<file path="src/rtl/hc595_chain_driver.sv">
// hc595_chain_driver: shifts one parallel frame into a chain of 74HC595s,
// then pulses the storage latch and reports completion with a done pulse.
module hc595_chain_driver #(
    parameter int NUM_CHIPS = 2,
    parameter int DIV       = 4,
    parameter bit MSB_FIRST = 1'b1
) (
    input  logic                   clk,
    input  logic                   rst,
    input  logic                   start,
    input  logic [8*NUM_CHIPS-1:0] data,
    input  logic                   blank,
    output logic                   ready,
    output logic                   done,
    output logic                   DS,
    output logic                   SH_CP,
    output logic                   ST_CP,
    output logic                   oe_n
);

    localparam int NB = 8 * NUM_CHIPS;
    localparam int TW = $clog2(DIV) + 1;
    localparam int CW = $clog2(NB) + 1;
    localparam logic [TW-1:0] T_LAST = TW'(DIV - 1);
    localparam logic [CW-1:0] C_LAST = CW'(NB - 1);

    typedef enum logic [1:0] {
        IDLE,
        SETUP,
        HIGH,
        LATCH
    } state_t;

    state_t        state_q, state_d;
    logic [TW-1:0] tmr_q, tmr_d;
    logic [CW-1:0] cnt_q, cnt_d;
    logic [NB-1:0] sr_q, sr_d;
    logic [NB-1:0] sr_adv;
    logic          tmr_end;
    logic          ready_d, done_d, ds_d, sh_d, st_d;

    function automatic logic head_bit(input logic [NB-1:0] v);
        return MSB_FIRST ? v[NB-1] : v[0];
    endfunction

    assign tmr_end = (tmr_q == T_LAST);
    assign sr_adv  = MSB_FIRST ? {sr_q[NB-2:0], 1'b0}
                               : {1'b0, sr_q[NB-1:1]};

    always_comb begin
        state_d = state_q;
        tmr_d   = tmr_q;
        cnt_d   = cnt_q;
        sr_d    = sr_q;
        ready_d = ready;
        done_d  = 1'b0;
        ds_d    = DS;
        sh_d    = SH_CP;
        st_d    = ST_CP;
        unique case (state_q)
            IDLE: begin
                ready_d = 1'b1;
                sh_d    = 1'b0;
                st_d    = 1'b0;
                tmr_d   = '0;
                if (start && ready) begin
                    sr_d    = data;
                    cnt_d   = C_LAST;
                    ds_d    = head_bit(data);
                    ready_d = 1'b0;
                    state_d = SETUP;
                end
            end
            SETUP: begin
                if (tmr_end) begin
                    tmr_d   = '0;
                    sh_d    = 1'b1;
                    state_d = HIGH;
                end else begin
                    tmr_d = tmr_q + 1'b1;
                end
            end
            HIGH: begin
                if (tmr_end) begin
                    tmr_d = '0;
                    sh_d  = 1'b0;
                    if (cnt_q == '0) begin
                        st_d    = 1'b1;
                        state_d = LATCH;
                    end else begin
                        // DS moves only on the falling SH_CP edge
                        sr_d    = sr_adv;
                        cnt_d   = cnt_q - 1'b1;
                        ds_d    = head_bit(sr_adv);
                        state_d = SETUP;
                    end
                end else begin
                    tmr_d = tmr_q + 1'b1;
                end
            end
            LATCH: begin
                if (tmr_end) begin
                    tmr_d   = '0;
                    st_d    = 1'b0;
                    done_d  = 1'b1;
                    ready_d = 1'b1;
                    state_d = IDLE;
                end else begin
                    tmr_d = tmr_q + 1'b1;
                end
            end
            default: begin
                state_d = IDLE;
            end
        endcase
    end

    always_ff @(posedge clk) begin
        if (rst) begin
            state_q <= IDLE;
            tmr_q   <= '0;
            cnt_q   <= '0;
            sr_q    <= '0;
            ready   <= 1'b1;
            done    <= 1'b0;
            DS      <= 1'b0;
            SH_CP   <= 1'b0;
            ST_CP   <= 1'b0;
            oe_n    <= 1'b1;
        end else begin
            state_q <= state_d;
            tmr_q   <= tmr_d;
            cnt_q   <= cnt_d;
            sr_q    <= sr_d;
            ready   <= ready_d;
            done    <= done_d;
            DS      <= ds_d;
            SH_CP   <= sh_d;
            ST_CP   <= st_d;
            oe_n    <= blank;
        end
    end

endmodule

</file>
<file path="config.mk">
export PLATFORM = sky130hd
export DESIGN_NAME = hc595_chain_driver
export DESIGN_NICKNAME = d
export VERILOG_FILES = /design/src/rtl/hc595_chain_driver.sv
export SDC_FILE = /design/constraint.sdc
export NUM_CORES = 1
export LEC_CHECK = 0
export CAP_MARGIN = 20
export CORE_MARGIN = 10
export CORE_UTILIZATION = 45
export DETAILED_ROUTE_END_ITERATION = 16
export PLACE_DENSITY_LB_ADDON = 0.1
export SLEW_MARGIN = 20
export SYNTH_ARGS = -nofsm -noshare
export SYNTH_HDL_FRONTEND = slang
export SYNTH_SLANG_ARGS = --single-unit
</file>
<file path="constraint.sdc">
create_clock -name clk -period 1.9 [get_ports clk]
set_clock_uncertainty 0.05 [all_clocks]
set_input_delay 0.38 -clock clk [delete_from_list [all_inputs] [get_ports clk]]
set_output_delay 0.38 -clock clk [all_outputs]
set_load 0.02 [all_outputs]
</file>
## Yosys cells after proc, flatten, opt, wreduce, memory -nomap -nowiden

Index checks and enable logic that the tools add are counted.

- Register bits: 31
- Input bits: 20
- Output and inout port bits: 6

- $add $sub $neg: 2
- Equal/unequal tests: 10
- Muxes and demuxes: 29
- Bitwise gates (word level): 1
- Reductions and logical operators: 14

Operators by type and width:

| cell | number |
|---|---|
| $mux W15 | 3 |
| $pmux W15 S2 | 1 |
| $mux W5 | 3 |
| $ne A2 B2 Y1 const B | 6 |
| $reduce_and A4 Y1 | 3 |
| $mux W2 | 5 |
| $pmux W5 S2 | 1 |
| $mux W1 | 9 |
| $pmux W2 S4 | 1 |
| $pmux W1 S3 | 2 |
| $pmux W3 S2 | 1 |
| $reduce_bool A3 Y1 | 2 |
| $logic_not A5 Y1 | 1 |
| $sub A5 B1 Y5 const B | 1 |
| $eq A2 B2 Y1 const B | 2 |
| $pmux W1 S2 | 2 |
| $reduce_bool A2 Y1 | 2 |
| $add A3 B1 Y3 const B | 1 |
| $eq A3 B2 Y1 const B | 1 |
| $mux W3 | 1 |
| $reduce_and A3 Y1 | 1 |
| $reduce_or A3 Y1 | 1 |
| $eq A2 B1 Y1 const B | 1 |
| $logic_not A2 Y1 | 1 |
| other kinds (4) | 4 |

## Depth between registers and ports, before layout

- Depth after elaboration: 4
- Depth in mapped cells: 8
- Gate-level depth less buffers: 5

## Worst setup path after synthesis

Ideal clock, no wire load.

- Path type: register -> register
- Start: register state_q[0]
- End: register DS
- Arrival time: 1758 ps
- Required time: 1729 ps
- Path slack: -30 ps
- Cell stages (with the launch flop): 9
- Path buffers: 3
- Period minus slack after synthesis: 1930 ps
- Cell sequence: dfxtp_1 > inv_1 > ha_1 > buf_6 > nor2b_4 > a211o_1 > buf_6 > buf_6 > mux2_4

- Longest elaborated chain between the ends: 3
- Elaborated cells on any way between the ends: 8
- Classes of those cells: eq/ne (4); mux (1); reduce/logical (3)

RTL lines:

| item | line | RTL |
|---|---|---|
| start: declaration | 34 | `state_t state_q, state_d;` |
| start signal: assignment | 131 | `state_q <= state_d;` |
| $eq A2 B2 Y1 or $logic_not A2 Y1 (tied branches) | 60 | `unique case (state_q)` |
| $ne A2 B2 Y1 (no source line) or $reduce_bool A2 Y1 (tied branches) | - |  |
| $reduce_and A4 Y1 (no source line) | - |  |
| end signal: assignment | 137 | `DS <= ds_d;` |
| end: declaration | 15 | `output logic DS,` |

Several ways; a longest one is shown, not always the timed one.
A chain may end at the register's enable or synchronous reset.

## Worst setup path in the final report

- Start: register state_q[1]
- End: register DS

The elaborated chain is that of the path after synthesis.

==> summary.md <==
| Metric | Value |
|---|---|
| Fin area | `0.00220 mm^2` |
| H-tree depth | `2` |
| Initial antenna violation count | `0` |
| Seq/Total Area, Yosys | `36.3%` |
| Final setup fails | `0` |
| Die area | `0.00667 mm^2` |
| DRC | `0` |
| DRT iter0 DRCs | `103` |
| Netlist cell types | `35` |
| GPL Wtd Cong | `0.780` |
| Rows | `22` |
| Worst min path class | `reg -> reg` |
| WHS | `0.383 ns` |
| 1st-pass router iterations | `4` |
| Die H | `81.7 um` |
| VDD IR max | `0.000655 V` |
| Vias in the first global route | `1326` |
| Final hold vios | `0` |
| Total CTS buffers | `5` |
| Commonest cells after routing, fill and taps aside | `dfxtp_1 (29), clkdlybuf4s50_1 (25), nor2b_1 (17), mux2i_1 (17), nor2_1 (16)` |
| Clock power frac | `17.9%` |
| Power Density | `1420 mW/mm^2` |
| Internal cell power | `0.00209 W` |
| Vias per cell | `5.14` |
| Post-synthesis cell count | `173` |
| Max cap viols | `0` |
| Post-Syn Area per Cell | `9.89 um^2` |
| Antenna Cells | `0` |
| Die width | `81.7 um` |
| Wire per inst | `13.2 um` |
| Port bufs | `25` |
| Root Driver | `clkbuf_8` |
| Total global-route track usage | `10.9%` |
| Commonest non-fill, non-tap cell in the layout | `dfxtp_1` |
| Initial core utilization | `46.7%` |
| Switch Pwr | `0.00105 W` |
| Core Area | `0.00366 mm^2` |
| Worst-Skew Late Latency | `0.28 ns` |
| CP Launch Type | `register` |
| Fmax | `557 MHz` |
| CTS sink count | `31` |
| Final Util | `60.2%` |
| Clock buffer depth | `2` |
| Critical path class | `reg -> reg` |
| CP required | `2.01 ns` |
| CTS tree | `yes` |
| Critical path peak fanout | `17` |
| First-pass GRT wire length | `5.75 mm` |
| Outcome | `complete, no violations` |
| ANT nets after route | `0` |
| Top-Level Pins | `26` |
| Drt total wl | `3.39 mm` |
| HPWL Detailed | `2.53 mm` |
| Yosys reg bits | `31` |
| RSZ-0062 raised after global routing | `no` |
| Yosys warnings | `0` |
| Layout area overhead | `28.9%` |
| Vias | `1322` |
| Arrival @ worst endpoint | `1.91 ns` |
| Placed inst area | `0.00209 mm^2` |
| Switch share | `33.5%` |
| Synthesized area | `0.00171 mm^2` |
| Fraction of layout cells with a size suffix above 1 | `23.0%` |
| CP Capture Type | `register` |
| Max Slew Vio Count | `0` |
| Relative slew slack | `70.6%` |
| Final-stage net count | `236` |
| Leakage power | `0.881 nW` |
| Seq pwr share | `32.5%` |
| Clock Pin Slew Worst Setup and Hold Paths | `0.06 ns` |
| GRT overflow | `0` |
| Pin count of the biggest net entering global routing | `21` |
| Fin crit period | `1.79 ns` |
| Syn Nets | `201` |
| Final worst-path cycle share | `94.4%` |
| Comb power frac | `49.6%` |
| Worst-Margin Slew | `0.430 ns` |
worst max-delay path, cell delays in order (launching register included):
cell and delay [ns]:
dfxtp_2 0.39, inv_1 0.08, ha_1 0.22, a21boi_4 0.16, a211o_1 0.31, buf_12 0.17
mux2_4 0.30
stage by stage:
step	setup WS (ns)	setup TNS, ns	std cells	power, W
3_3_place_gp	-0.0260	-0.204	249	0.00251
5_1_grt	0.00401	0	257	0.00336
3_5_place_dp	-0.0387	-0.335	249	0.00255
6_report	0.106	0	257	0.00314
4_1_cts	0.0431	0	257	0.00313
2_1_floorplan	0.0185	0	173	0.00213
path summary, 6_finish.rpt:
kind	from	end	slack, ns	cells after the start
max reg2reg	state_q[1]	DS	0.11	6
max	state_q[1]	DS	0.11	6
min reg2reg	tmr_q[0]	tmr_q[0]	0.38	1
min	tmr_q[0]	tmr_q[0]	0.38	1
Yosys cell counts:
| library cell | instances | area, um^2 |
|---|---|---|
| buf_6 | 3 | 33.8 |
| nor2_1 | 16 | 60.1 |
| buf_2 | 2 | 10.0 |
| nand2b_1 | 6 | 37.5 |
| mux2_4 | 7 | 105 |
| mux2_2 | 9 | 101 |
| ha_1 | 8 | 100 |
| inv_1 | 8 | 30.0 |
| nand3_1 | 3 | 15.0 |
| a21boi_4 | 1 | 18.8 |
| nand4b_1 | 1 | 8.76 |
| mux2i_1 | 17 | 170 |
| nor3_1 | 1 | 5.00 |
| nor3b_2 | 1 | 12.5 |
| a221oi_2 | 1 | 15.0 |
| o2bb2ai_1 | 1 | 8.76 |
| nor2b_1 | 17 | 106 |
| o32ai_1 | 1 | 8.76 |
| nand2_1 | 6 | 22.5 |
| or2_2 | 2 | 12.5 |
| a21o_1 | 1 | 7.51 |
| nor2b_4 | 1 | 13.8 |
| a211oi_1 | 7 | 52.6 |
| nor4b_1 | 1 | 8.76 |
| nor4_1 | 2 | 12.5 |
| or3b_2 | 1 | 8.76 |
| a2111oi_0 | 3 | 26.3 |
| a21oi_1 | 3 | 15.0 |
| or3_1 | 2 | 12.5 |
| o21ai_0 | 1 | 5.00 |
| o31ai_1 | 1 | 7.51 |
| o22ai_1 | 1 | 6.26 |
| dfxtp_1 | 31 | 621 |
| a211o_1 | 1 | 8.76 |
| clkbuf_1 | 6 | 22.5 |
kinds of logic (layout without fill, tap and decap cells):
logic type	count (synthesis)	after routing	share of synthesized area, %
multiplexers	33	33	22.0
flip-flops	31	31	36.3
buffers and inverters	19	55	5.63
adder cells (fa/ha/maj)	8	8	5.85
AND/OR/NAND/NOR	60	60	19.7
AO/OA/AOI/OAI	22	22	10.5
flip-flops by register name (all words and copies together), names as in the netlist:
register and flops:
state_q 2, SH_CP 1, ST_CP 1, sr_q 15, ready 1, cnt_q 5, tmr_q 3, oe_n 1
DS 1, done 1
layout make-up:
cell class / instances / area, um^2
well taps: 48 / 60.1
fillers: 324 / 1460
inverters: 8 / 30.0
flip-flops and latches: 31 / 623
multi-input cells: 123 / 1010
repair buffers: 39 / 380
clock buffers: 8 / 100
timing repair:
action	CTS	global route
setup endpoints to repair	9	17
setup buffers	0	0
gates resized for setup	1	3
hold buffers	0	0
pin swaps	0	0
per-layer routing:
| metal | wire length [um] | global-route usage (%) | vias to the layer above |
|---|---|---|---|
| met3 | 186 | 3.93 | 3 |
| met2 | 1710 | 18.6 | 26 |
| li1 | - | - | 666 |
| met5 | 0 | 0 | - |
| met4 | 42 | 4.59 | 0 |
| met1 | 1450 | 11.9 | 627 |
power groups by stage:
stage                     Clock (W)  Combinational, W  Sequential, W
after floorplan                   0           0.00111        0.00102
after global placement            0           0.00149        0.00102
after detailed placement          0           0.00153        0.00103
after CTS                  0.000582           0.00153        0.00102
after global routing       0.000603           0.00170        0.00106
final                      0.000561           0.00155        0.00102
(Power assumes the default switching activity.)
